<file path="src/rtl/pktgen_pkg.sv">
// Shared types and helpers for the multi-flow AXI4-Stream packet generator.
package pktgen_pkg;

  typedef enum logic [2:0] {
    ST_IDLE,
    ST_WAIT_ALIGN,
    ST_SEND,
    ST_GAP,
    ST_DONE
  } state_e;

  localparam int unsigned MIN_PKT = 64;

  function automatic int unsigned bytes_per_beat(input int unsigned data_w);
    return data_w / 8;
  endfunction

  // Byte k of a packet on a given flow
  function automatic logic [7:0] payload_byte(input int unsigned k, input logic [7:0] flow);
    return 8'(k + 32'(flow));
  endfunction

endpackage

</file>
<file path="src/rtl/axis_multiflow_pkt_gen_if.sv">
// AXI4-Stream bus bundle between the packet generator and its sink.
interface axis_multiflow_pkt_gen_if #(
  parameter int unsigned DATA_W = 512
);
  logic                  tvalid;
  logic                  tready;
  logic                  tlast;
  logic                  tuser;
  logic [DATA_W-1:0]     tdata;
  logic [DATA_W/8-1:0]   tkeep;

  modport master (output tvalid, tlast, tuser, tdata, tkeep, input tready);
  modport slave  (input tvalid, tlast, tuser, tdata, tkeep, output tready);
endinterface

</file>
<file path="src/rtl/pktgen_beat_calc.sv">
// Registers the last-beat index and last-beat byte enables for a latched packet size.
module pktgen_beat_calc
  import pktgen_pkg::*;
#(
  parameter int unsigned DATA_W = 512,
  parameter int unsigned SIZE_W = 14,
  parameter int unsigned BEAT_W = 14
) (
  input  logic                  clk,
  input  logic                  rst_n,
  input  logic                  load_i,
  input  logic [SIZE_W-1:0]     size_i,
  output logic [BEAT_W-1:0]     last_beat_o,
  output logic [DATA_W/8-1:0]   last_keep_o
);
  localparam int unsigned BPB    = bytes_per_beat(DATA_W);
  localparam int unsigned KEEP_W = DATA_W / 8;

  logic [31:0]        rem_c;
  logic [BEAT_W-1:0]  last_beat_d, last_beat_q;
  logic [KEEP_W-1:0]  last_keep_d, last_keep_q;

  always_comb begin
    rem_c       = 32'(size_i) % BPB;
    last_beat_d = BEAT_W'((32'(size_i) + BPB - 1) / BPB - 1);
    last_keep_d = (rem_c == 32'd0) ? '1 : (KEEP_W'(1) << rem_c) - KEEP_W'(1);
  end

  always_ff @(posedge clk or negedge rst_n) begin
    if (!rst_n) begin
      last_beat_q <= '0;
      last_keep_q <= '0;
    end else if (load_i) begin
      last_beat_q <= last_beat_d;
      last_keep_q <= last_keep_d;
    end
  end

  assign last_beat_o = last_beat_q;
  assign last_keep_o = last_keep_q;

endmodule

</file>
<file path="src/rtl/axis_multiflow_pkt_gen.sv">
// Round-robin multi-flow AXI4-Stream packet generator with burst/continuous runs.
// Optional feature: define PKTGEN_SEQNUM_EN to put pkt_cnt and flow_id in the first beat.
module axis_multiflow_pkt_gen
  import pktgen_pkg::*;
#(
  parameter int unsigned DATA_W    = 512,
  parameter int unsigned NUM_FLOWS = 4,
  parameter int unsigned MAX_PKT   = 16000,
  parameter int unsigned IFG_CYC   = 0
) (
  input  logic                  aclk,
  input  logic                  aresetn,
  input  logic                  start,
  input  logic                  continuous,
  input  logic [15:0]           num_pkts,
  input  logic [13:0]           pkt_size,
  input  logic [NUM_FLOWS-1:0]  flow_en,
  input  logic                  link_aligned,
  axis_multiflow_pkt_gen_if.master m_axis,
  output logic                  busy,
  output logic                  done,
  output logic [31:0]           pkt_cnt
);
  localparam int unsigned BPB    = bytes_per_beat(DATA_W);
  localparam int unsigned KEEP_W = DATA_W / 8;
  localparam int unsigned FLOW_W = (NUM_FLOWS > 1) ? $clog2(NUM_FLOWS) : 1;
  localparam int unsigned SIZE_W = 14;
  localparam int unsigned BEAT_W = 14;
  localparam int unsigned GAP_W  = 8;

  state_e                state_q, state_d;
  logic [NUM_FLOWS-1:0]  flow_en_q, flow_en_d;
  logic [15:0]           num_pkts_q, num_pkts_d;
  logic                  cont_q, cont_d;
  logic [FLOW_W-1:0]     flow_q, flow_d;
  logic [BEAT_W-1:0]     beat_q, beat_d;
  logic [GAP_W-1:0]      gap_q, gap_d;
  logic [31:0]           pkt_cnt_q, pkt_cnt_d;
  logic                  busy_q, busy_d;
  logic                  done_q, done_d;
  logic                  tvalid_q, tvalid_d;
  logic                  tlast_q, tlast_d;
  logic [KEEP_W-1:0]     tkeep_q, tkeep_d;
  logic [DATA_W-1:0]     tdata_q, tdata_d;

  logic                  latch_c;
  logic                  load_c;
  logic                  term_c;
  logic [SIZE_W-1:0]     size_clamp_c;
  logic [BEAT_W-1:0]     last_beat;
  logic [KEEP_W-1:0]     last_keep;

  // Next enabled flow after cur, wrapping; with cur = NUM_FLOWS-1 this is the lowest enabled flow
  function automatic logic [FLOW_W-1:0] next_flow(input logic [NUM_FLOWS-1:0] en,
                                                  input logic [FLOW_W-1:0]    cur);
    logic [FLOW_W-1:0]    nf;
    logic [NUM_FLOWS-1:0] sh;
    logic                 found;
    int unsigned          idx;
    nf    = cur;
    found = 1'b0;
    for (int unsigned i = 1; i <= NUM_FLOWS; i++) begin
      idx = (32'(cur) + i) % NUM_FLOWS;
      sh  = en >> idx;
      if (!found && sh[0]) begin
        nf    = FLOW_W'(idx);
        found = 1'b1;
      end
    end
    return nf;
  endfunction

  function automatic logic [DATA_W-1:0] beat_data(input logic [FLOW_W-1:0] flow,
                                                  input logic [BEAT_W-1:0] beat);
    logic [DATA_W-1:0] d;
    d = '0;
    for (int unsigned j = 0; j < BPB; j++) begin
      d = {payload_byte(32'(beat) * BPB + j, 8'(flow)), d[DATA_W-1:8]};
    end
    return d;
  endfunction

  always_comb begin
    if (32'(pkt_size) < MIN_PKT)      size_clamp_c = SIZE_W'(MIN_PKT);
    else if (32'(pkt_size) > MAX_PKT) size_clamp_c = SIZE_W'(MAX_PKT);
    else                              size_clamp_c = pkt_size;
  end

  pktgen_beat_calc #(
    .DATA_W (DATA_W),
    .SIZE_W (SIZE_W),
    .BEAT_W (BEAT_W)
  ) u_beat_calc (
    .clk         (aclk),
    .rst_n       (aresetn),
    .load_i      (latch_c),
    .size_i      (size_clamp_c),
    .last_beat_o (last_beat),
    .last_keep_o (last_keep)
  );

  // Next-state and output-register logic
  always_comb begin
    state_d    = state_q;
    flow_en_d  = flow_en_q;
    num_pkts_d = num_pkts_q;
    cont_d     = cont_q;
    flow_d     = flow_q;
    beat_d     = beat_q;
    gap_d      = gap_q;
    pkt_cnt_d  = pkt_cnt_q;
    busy_d     = busy_q;
    done_d     = done_q;
    tvalid_d   = tvalid_q;
    tlast_d    = tlast_q;
    tkeep_d    = tkeep_q;
    tdata_d    = tdata_q;
    latch_c    = 1'b0;
    load_c     = 1'b0;
    term_c     = 1'b0;

    case (state_q)
      ST_IDLE, ST_DONE: begin
        if (start && (flow_en != '0)) begin
          pkt_cnt_d = '0;
          if (!continuous && (num_pkts == '0)) begin
            state_d = ST_DONE;
            done_d  = 1'b1;
            busy_d  = 1'b0;
          end else begin
            latch_c    = 1'b1;
            flow_en_d  = flow_en;
            num_pkts_d = num_pkts;
            cont_d     = continuous;
            flow_d     = next_flow(flow_en, FLOW_W'(NUM_FLOWS - 1));
            done_d     = 1'b0;
            busy_d     = 1'b1;
            state_d    = ST_WAIT_ALIGN;
          end
        end
      end

      ST_WAIT_ALIGN: begin
        if (link_aligned) begin
          state_d = ST_SEND;
          beat_d  = '0;
          load_c  = 1'b1;
        end
      end

      ST_SEND: begin
        if (tvalid_q && m_axis.tready) begin
          if (!tlast_q) begin
            beat_d = beat_q + BEAT_W'(1);
            load_c = 1'b1;
          end else begin
            pkt_cnt_d = (pkt_cnt_q == '1) ? pkt_cnt_q : pkt_cnt_q + 32'd1;
            flow_d    = next_flow(flow_en_q, flow_q);
            tvalid_d  = 1'b0;
            tlast_d   = 1'b0;
            term_c    = cont_q ? !continuous : (pkt_cnt_d == 32'(num_pkts_q));
            if (term_c) begin
              state_d = ST_DONE;
              done_d  = 1'b1;
              busy_d  = 1'b0;
            end else if (IFG_CYC > 0) begin
              state_d = ST_GAP;
              gap_d   = GAP_W'(IFG_CYC - 1);
            end else if (link_aligned) begin
              beat_d = '0;
              load_c = 1'b1;
            end else begin
              state_d = ST_WAIT_ALIGN;
            end
          end
        end
      end

      ST_GAP: begin
        if (gap_q == '0) begin
          if (link_aligned) begin
            state_d = ST_SEND;
            beat_d  = '0;
            load_c  = 1'b1;
          end else begin
            state_d = ST_WAIT_ALIGN;
          end
        end else begin
          gap_d = gap_q - GAP_W'(1);
        end
      end

      default: state_d = ST_IDLE;
    endcase

    if (load_c) begin
      tvalid_d = 1'b1;
      tlast_d  = (beat_d == last_beat);
      tkeep_d  = tlast_d ? last_keep : '1;
      tdata_d  = beat_data(flow_d, beat_d);
`ifdef PKTGEN_SEQNUM_EN
      if (beat_d == '0) begin
        tdata_d[31:0]  = pkt_cnt_d;
        tdata_d[39:32] = 8'(flow_d);
      end
`endif
    end
  end

  always_ff @(posedge aclk or negedge aresetn) begin
    if (!aresetn) begin
      state_q    <= ST_IDLE;
      flow_en_q  <= '0;
      num_pkts_q <= '0;
      cont_q     <= 1'b0;
      flow_q     <= '0;
      beat_q     <= '0;
      gap_q      <= '0;
      pkt_cnt_q  <= '0;
      busy_q     <= 1'b0;
      done_q     <= 1'b0;
      tvalid_q   <= 1'b0;
      tlast_q    <= 1'b0;
      tkeep_q    <= '0;
      tdata_q    <= '0;
    end else begin
      state_q    <= state_d;
      flow_en_q  <= flow_en_d;
      num_pkts_q <= num_pkts_d;
      cont_q     <= cont_d;
      flow_q     <= flow_d;
      beat_q     <= beat_d;
      gap_q      <= gap_d;
      pkt_cnt_q  <= pkt_cnt_d;
      busy_q     <= busy_d;
      done_q     <= done_d;
      tvalid_q   <= tvalid_d;
      tlast_q    <= tlast_d;
      tkeep_q    <= tkeep_d;
      tdata_q    <= tdata_d;
    end
  end

  assign m_axis.tvalid = tvalid_q;
  assign m_axis.tlast  = tlast_q;
  assign m_axis.tuser  = 1'b0;
  assign m_axis.tdata  = tdata_q;
  assign m_axis.tkeep  = tkeep_q;
  assign busy          = busy_q;
  assign done          = done_q;
  assign pkt_cnt       = pkt_cnt_q;

endmodule

</file>
<file path="src/flat_wrapper.sv">
// flat-port wrapper written by rule: the top's interface ports become plain ports
module axis_multiflow_pkt_gen_flat import pktgen_pkg::*;
#(
  parameter int unsigned DATA_W    = 512,
  parameter int unsigned NUM_FLOWS = 4,
  parameter int unsigned MAX_PKT   = 16000,
  parameter int unsigned IFG_CYC   = 0
)
  (aclk, aresetn, start, continuous, num_pkts, pkt_size, flow_en, link_aligned, busy, done, pkt_cnt, m_axis_tvalid, m_axis_tlast, m_axis_tuser, m_axis_tdata, m_axis_tkeep, m_axis_tready);
  axis_multiflow_pkt_gen_if #(.DATA_W(DATA_W)) m_axis_i ();
  input  logic aclk;
  input  logic aresetn;
  input  logic start;
  input  logic continuous;
  input  logic [15:0] num_pkts;
  input  logic [13:0] pkt_size;
  input  logic [NUM_FLOWS-1:0] flow_en;
  input  logic link_aligned;
  output logic busy;
  output logic done;
  output logic [31:0] pkt_cnt;
  output wire logic [$bits(m_axis_i.tvalid)-1:0] m_axis_tvalid;
  output wire logic [$bits(m_axis_i.tlast)-1:0] m_axis_tlast;
  output wire logic [$bits(m_axis_i.tuser)-1:0] m_axis_tuser;
  output wire logic [$bits(m_axis_i.tdata)-1:0] m_axis_tdata;
  output wire logic [$bits(m_axis_i.tkeep)-1:0] m_axis_tkeep;
  input wire logic [$bits(m_axis_i.tready)-1:0] m_axis_tready;
  assign m_axis_tvalid = m_axis_i.tvalid;
  assign m_axis_tlast = m_axis_i.tlast;
  assign m_axis_tuser = m_axis_i.tuser;
  assign m_axis_tdata = m_axis_i.tdata;
  assign m_axis_tkeep = m_axis_i.tkeep;
  assign m_axis_i.tready = m_axis_tready;
  axis_multiflow_pkt_gen #(.DATA_W(DATA_W), .NUM_FLOWS(NUM_FLOWS), .MAX_PKT(MAX_PKT), .IFG_CYC(IFG_CYC)) u_core (.aclk(aclk), .aresetn(aresetn), .start(start), .continuous(continuous), .num_pkts(num_pkts), .pkt_size(pkt_size), .flow_en(flow_en), .link_aligned(link_aligned), .m_axis(m_axis_i), .busy(busy), .done(done), .pkt_cnt(pkt_cnt));
endmodule
</file>
<file path="config.mk">
export PLATFORM = sky130hd
export DESIGN_NAME = axis_multiflow_pkt_gen_flat
export DESIGN_NICKNAME = d
export VERILOG_FILES = /design/src/rtl/pktgen_pkg.sv /design/src/rtl/axis_multiflow_pkt_gen_if.sv /design/src/rtl/pktgen_beat_calc.sv /design/src/rtl/axis_multiflow_pkt_gen.sv /design/src/flat_wrapper.sv
export SDC_FILE = /design/constraint.sdc
export NUM_CORES = 1
export LEC_CHECK = 0
export CORE_AREA = 10 10 246 248
export DETAILED_ROUTE_END_ITERATION = 12
export DIE_AREA = 0 0 256 258
export PLACE_DENSITY = 0.63
export SETUP_SLACK_MARGIN = 0.15
export SYNTH_ARGS = -nofsm -noshare
export SYNTH_HDL_FRONTEND = slang
export SYNTH_SLANG_ARGS = --single-unit
export TNS_END_PERCENT = 1
</file>
<file path="constraint.sdc">
create_clock -name aclk -period 3.6 [get_ports aclk]
set_input_delay 0.72 -clock aclk [delete_from_list [all_inputs] [get_ports aclk]]
set_output_delay 0.72 -clock aclk [all_outputs]
set_load 0.01 [all_outputs]
</file>
Word level (Yosys, flattened, before mapping)
Cells that the tools add are included.
- $add $sub $neg: 138
- reduce and logical (&&, ||, !) cells: 33
- equality and inequality tests: 14
- muxes and demuxes: 90
- bitwise gates (word level): 2
- shift-type cells: 5
- $lt $le $gt $ge: 2
- operators by type and width (kind ; number):
    $add 8x2->8 ; 64
    $add 8x6->8 const B ; 32
    $add 8x5->8 const B ; 16
    $mux 32 ; 4
    $mux 64 ; 2
    $mux 14 ; 7
    $add 8x4->8 const B ; 8
    $pmux 32 s2 ; 1
    $shl 1x6->64 const A ; 1
    $sub 64x1->64 const B ; 1
    $mux 1 ; 49
    $pmux 14 s3 ; 1
    $add 32x1->32 const B ; 1
    $add 8x3->8 const B ; 4
    $eq 32x16->1 ; 1
    $eq 32x32->1 const B ; 1
    $logic_not 32->1 ; 1
    $mux 2 ; 13
    $mux 3 ; 8
    $add 8x2->8 const B ; 2
    $logic_not 16->1 ; 1
    $shr 4x2->1 ; 4
    $sub 15x1->16 const B ; 1
    $add 14x7->15 const B ; 1
    32 further kinds ; 60
- logic and storage cells: 300
- input port bits: 40
- register bits: 738
- output and inout bits: 613

Depth between registers and ports, before layout
- depth in word-level cells: 25
- depth in mapped cells: 18
- mapped depth without buffers: 14

Cells and area by module
Synthesis repeated with hierarchy kept, for this count alone.
- cell total of the unflattened synthesis: 2140
- area, all modules: 18245.0 µm²
- modules (own cells, without submodules) (module ; seq. area each (µm²) ; area each (µm²) ; cells an instance ; instances):
    axis_multiflow_pkt_gen ; 4179.0 ; 13773.2 ; 1628 ; 1
    pktgen_beat_calc ; 1951.9 ; 4471.8 ; 512 ; 1

Least setup slack after synthesis
OpenSTA, ideal clock, no wires.
- kind: in2reg
- start: in pkt_size[0]
- end: reg u_core.u_beat_calc.last_keep_q[58], in the netlist u_core.u_beat_calc.last_keep_o[58]
- setup slack: -1.179 ns
- arrival: 4.653 ns
- stages on the path: 17
- library setup time: 0.126 ns
- data required time: 3.474 ns
- buffers on the path: 4
- cells stage by stage: clkbuf_1 -> or4_1 -> clkbuf_1 -> o31a_1 -> o21ai_1 -> o211ai_1 -> inv_1 -> buf_1 -> ha_1 -> clkbuf_1 -> o31ai_1 -> a21oi_1 -> nand3_1 -> a311o_1 -> a21oi_1 -> nor3_1 -> o32a_1
- word-level cells in the longest chain between the ends: 6
- elaborated cells between the ends (all ways): 8
- those cells by class: 1 x add/sub; 2 x order compare; 1 x shift; 3 x mux; 1 x reduce/logical
- RTL lines (item ; line ; source):
    start: declaration ; flat_wrapper.sv:16 ; input logic [13:0] pkt_size;
    $gt 14x14->1 ; axis_multiflow_pkt_gen.sv:85 ; else if (32'(pkt_size) > MAX_PKT) size_clamp_c = SIZE_W'(MAX_PKT);
    $mux 14 ; axis_multiflow_pkt_gen.sv:85 ;
    $mux 14 * ; axis_multiflow_pkt_gen.sv:84 ; if (32'(pkt_size) < MIN_PKT) size_clamp_c = SIZE_W'(MIN_PKT);
    $shl 1x6->64 ; pktgen_beat_calc.sv:26 ; last_keep_d = (rem_c == 32'd0) ? '1 : (KEEP_W'(1) << rem_c) - KEEP_W'(1);
    $sub 64x1->64 ; pktgen_beat_calc.sv:26 ;
    $mux 64 * ; pktgen_beat_calc.sv:26 ;
    end signal: assignment ; pktgen_beat_calc.sv:35 ; last_keep_q <= last_keep_d;
    end: declaration ; pktgen_beat_calc.sv:21 ; logic [KEEP_W-1:0] last_keep_d, last_keep_q;
Every way passes the cells marked *; elsewhere a longest branch is shown, timed or not.
A chain may end at the register's enable or synchronous reset.

Worst setup path in the final report
- start: reg u_core.pkt_cnt_q[13], in the netlist u_core.pkt_cnt[13]
- end: reg u_core.tkeep_q[21], in the netlist u_core.m_axis.tkeep[21]
- word-level cells in the longest chain between the ends: 10
- elaborated cells between the ends (all ways): 15
- those cells by class: 1 x add/sub; 3 x eq/ne; 11 x mux
- RTL lines (item ; line ; source):
    start: declaration ; axis_multiflow_pkt_gen.sv:38 ; logic [31:0] pkt_cnt_q, pkt_cnt_d;
    start signal: assignment ; axis_multiflow_pkt_gen.sv:234 ; pkt_cnt_q <= pkt_cnt_d;
    $add 32x1->32 or $eq 32x32->1 (tied branches) ; axis_multiflow_pkt_gen.sv:157 ; pkt_cnt_d = (pkt_cnt_q == '1) ? pkt_cnt_q : pkt_cnt_q + 32'd1;
    $mux 32 * ; axis_multiflow_pkt_gen.sv:157 ;
    $eq 32x16->1 * ; axis_multiflow_pkt_gen.sv:161 ; term_c = cont_q ? !continuous : (pkt_cnt_d == 32'(num_pkts_q));
    $mux 1 * ; axis_multiflow_pkt_gen.sv:161 ;
    $mux 14 ; axis_multiflow_pkt_gen.sv:162 ; if (term_c) begin
    $mux 14 ; axis_multiflow_pkt_gen.sv:153 ; if (!tlast_q) begin
    $mux 14 ; axis_multiflow_pkt_gen.sv:152 ; if (tvalid_q && m_axis.tready) begin
    $pmux 14 s3 ; axis_multiflow_pkt_gen.sv:122 ; case (state_q)
    $eq 14x14->1 ; axis_multiflow_pkt_gen.sv:198 ; tlast_d = (beat_d == last_beat);
    $mux 64 ; axis_multiflow_pkt_gen.sv:199 ; tkeep_d = tlast_d ? last_keep : '1;
    end signal: assignment ; axis_multiflow_pkt_gen.sv:239 ; tkeep_q <= tkeep_d;
    end: declaration ; axis_multiflow_pkt_gen.sv:43 ; logic [KEEP_W-1:0] tkeep_q, tkeep_d;
Marks and branches as above.

==> summary.txt <==
drt total wl = 75800 um
Port-buffer cells = 568
required time of the worst setup path = 4.06 ns
Die Height = 258 um
skew final = 0.02401 ns
Max FO, Critical Path = 7
P per Cell Area = 661.1 nW/um2
violated checks = negative setup slack
async set-or-reset flop fraction in the synthesized netlist = 100.0%
global-route wire length before repair = 113700 um
cells after synthesis = 2278
Tmin final = 4.165 ns
Netlist cell types = 81
RSZ-0062 raised after global routing = yes
fraction of layout instances using a drive strength above 1 = 23.05%
share of total power in sequential cells = 25.5%
Power Internal = 10180 uW
io pins = 653
cell taking the most area after synthesis = sky130_fd_sc_hd__dfrtp_1
switching fraction of total power = 40.84%
post-route setup slack = -0.5650 ns
antenna violations before repair = 2
DP Area = 24200 um2
routability cong. = 0.9445
switching component of the power = 7029 uW
non-filler cells in the finished layout = 3538
maximum clock frequency = 0.2401 GHz
hold_buf cts = 0
clock root buffer master = sky130_fd_sc_hd__clkbuf_16
Final setup viols = 75
Worst R2R Setup Slack = -0.57 ns
area used by multi-input combinational logic = 8589 um2
global routing usage summed across all routing layers = 21.62%
Synthesis Warnings = 0
Core Region = 55730 um2
Worst setup EP type = register
Worst Setup Path Type = reg2reg
pin count of the biggest net entering global routing = 85
detailed-placement wirelength estimate = 59260 um
main area contributors after synthesis = sky130_fd_sc_hd__dfrtp_1, sky130_fd_sc_hd__buf_4, sky130_fd_sc_hd__nand2_1
total design power = 17210 uW
deepest level of the CTS H-tree = 1
number of buffers on the longest clock path = 3
total vias in the final route = 17.72k
die footprint = 66050 um2
Num Clock Sinks = 245
cell area after synthesis = 18250 um2
clock tree from TritonCTS = built
Register Area = 6135 um2
DRT iter0 DRCs = 1264
count of TritonRoute iterations in the first routing pass = 5
Placed Instances = 3461
most common cell after layout, fill and taps aside = sky130_fd_sc_hd__clkdlybuf4s50_1
final-layout fill cell count = 5455
total number of nets in the final design = 2807
number of slew-limit violations in the final report = 0
total leakage power = 0.01081 uW
global route overflow = 0
number of core rows = 87
area added between synthesis and finish = 42.63%
dominant register cell in the synthesized netlist = sky130_fd_sc_hd__dfrtp_1
hold crit path type = in2async
fin area = 26040 um2
power share of the combinational group = 56.0%
final cycle utilization of the critical path = 115.7%
startpoint type of the worst setup path = register
post-synthesis sequential element count = 245
Synth top area share = 33.59%
DRC violation count after routing = 0
data arrival time of the critical path = 4.62 ns
clk slew on worst S/H paths = 0.07 ns
vias per inst = 5.009
count of maximum capacitance violations = 0
worst slew pin tran = 0.9304 ns
Clk network pwr share = 18.5%
Num CTS Buffers = 30
via count of the first global-routing pass = 17.81k
later-pin clock latency in the skew report = 0.58 ns
synthesized area divided by synthesized cell count = 8.013 um2
number of hold violations in the final report = 0
sequential element share of the synthesized area = 33.59%
Max-slew headroom = 37.97%
Antenna Violating Nets Remaining = 0
number of enable flip-flop cells after synthesis = 0
per-cell routed wire length = 21.42 um
highest ir drop seen on vdd = 0.0003909 V
most used cells in the layout excluding fill and tap cells = sky130_fd_sc_hd__clkdlybuf4s50_1, sky130_fd_sc_hd__buf_4, sky130_fd_sc_hd__dfrtp_1
initial core utilization = 32.75%
die span in x = 256 um
result of the run = complete, but fails checks
## repair_timing
action / CTS / global route
setup endpoints to repair: 110 / 118
pin swaps: 26 / 20
gates cloned: 2 / 0
gates resized for setup: 74 / 59
setup buffers: 15 / 3
## per-layer routing
metal	routed length [um]	track usage [%]	vias to the layer above
met5	0	0	-
met4	2379	7.472	0
met3	4973	3.920	114
met2	37950	38.03	723
met1	30500	26.16	8636
li1	-	-	8250
## flip-flops by register name, indices dropped and copies added, names as in the netlist, 2 cells and up
register / flops
u_core.flow_q: 2
u_core.state_q: 3
u_core.pkt_cnt: 32
u_core.m_axis.tkeep: 64
u_core.beat_q: 14
u_core.num_pkts_q: 16
u_core.u_beat_calc.last_keep_o: 64
u_core.gap_q: 8
u_core.u_beat_calc.last_beat_o: 14
u_core.m_axis.tdata: 19
u_core.flow_en_q: 4
## cell usage after synthesis, types with 16 or more instances
cell type                  instances
sky130_fd_sc_hd__a21oi_1         114
sky130_fd_sc_hd__a21oi_2          45
sky130_fd_sc_hd__a31oi_1          34
sky130_fd_sc_hd__and3_1           16
sky130_fd_sc_hd__buf_2            20
sky130_fd_sc_hd__buf_4           497
sky130_fd_sc_hd__clkbuf_1         98
sky130_fd_sc_hd__dfrtp_1         245
sky130_fd_sc_hd__inv_1            33
sky130_fd_sc_hd__nand2_1         230
sky130_fd_sc_hd__nand2b_1         18
sky130_fd_sc_hd__nand3_1          62
sky130_fd_sc_hd__nand4_1          29
sky130_fd_sc_hd__nor2_1          226
sky130_fd_sc_hd__nor3_1          115
sky130_fd_sc_hd__nor4_1           26
sky130_fd_sc_hd__o21ai_0         129
sky130_fd_sc_hd__o31ai_1          17
sky130_fd_sc_hd__xnor2_1          38
sky130_fd_sc_hd__xor2_1           21
## cell families (layout without fill, tap and decap cells)
family,count (synthesis),after routing,synth area share [%]
and+or+nand+nor,807,807,20.76
muxes,14,14,0.7745
buffers and inverters,659,1079,24.26
xor gates and xnor gates,59,59,2.831
other,1,85,0.02054
DFF,245,245,33.59
AOI/OAI and AO/OA,483,483,17.09
adders and majority gates,10,10,0.6854
## final cells by class
type	instances	share of cell area, %
repair buffers	990	35.31
multi-input cells	1457	32.99
flip-flops and latches	245	23.56
well taps	756	3.633
clock buffers	39	3.287
clock inverters	17	0.7257
inverters	33	0.4758
diodes	1	0.009612
## worst paths after layout
path / startpoint / to / depth (start not counted)
max: u_core.pkt_cnt[13] / u_core.m_axis.tkeep[21] / 18
min: aresetn / u_core.m_axis.tkeep[19] / 1
max reg2reg: u_core.pkt_cnt[13] / u_core.m_axis.tkeep[21] / 18
min reg2reg: u_core.m_axis.tdata[504] / u_core.m_axis.tdata[504] / 1
max in group asynchronous: aresetn / u_core.pkt_cnt[19] / 2
min in group aclk: u_core.m_axis.tdata[504] / u_core.m_axis.tdata[504] / 1
## worst max-delay path: stages (launching register included)
cell and delay (ns):
sky130_fd_sc_hd__dfrtp_1 0.35, sky130_fd_sc_hd__nand2_1 0.11, sky130_fd_sc_hd__or4_4 0.61, sky130_fd_sc_hd__nor4_4 0.34, sky130_fd_sc_hd__buf_6 0.20, sky130_fd_sc_hd__buf_6 0.11
sky130_fd_sc_hd__nor3b_2 0.04, sky130_fd_sc_hd__or2_1 0.22, sky130_fd_sc_hd__nor4_2 0.30, sky130_fd_sc_hd__buf_4 0.18, sky130_fd_sc_hd__and4_4 0.25, sky130_fd_sc_hd__mux2i_1 0.20
sky130_fd_sc_hd__nand3b_1 0.17, sky130_fd_sc_hd__nor4_4 0.34, sky130_fd_sc_hd__buf_4 0.17, sky130_fd_sc_hd__buf_12 0.14, sky130_fd_sc_hd__buf_12 0.13, sky130_fd_sc_hd__buf_8 0.11
sky130_fd_sc_hd__a21oi_2 0.05
## power by group through the flow
stage               clock (uW)  sequential (uW)  combinational, uW
floorplan                    0             4140               5960
global placement             0             4370               9360
detailed placement           0             4410               9470
CTS                       3260             4380               9640
global route              3370             4510              10300
finish                    3190             4390               9630
## stage by stage
stage                     util, %  setup TNS (ns)  hold WS (ns)  setup WS (ns)
after floorplan                 -          -31.91        0.4244        -0.4990
after CTS                   46.22          -33.74        0.1586        -0.5405
after detailed placement    43.42          -65.05        0.4595        -0.7226
after global placement      43.42          -61.90        0.4578        -0.6917
after global routing        46.71          -45.25        0.1800        -0.6697
final                       46.71          -34.59        0.1419        -0.5650
No activity file was read; power rests on OpenSTA's default activity.
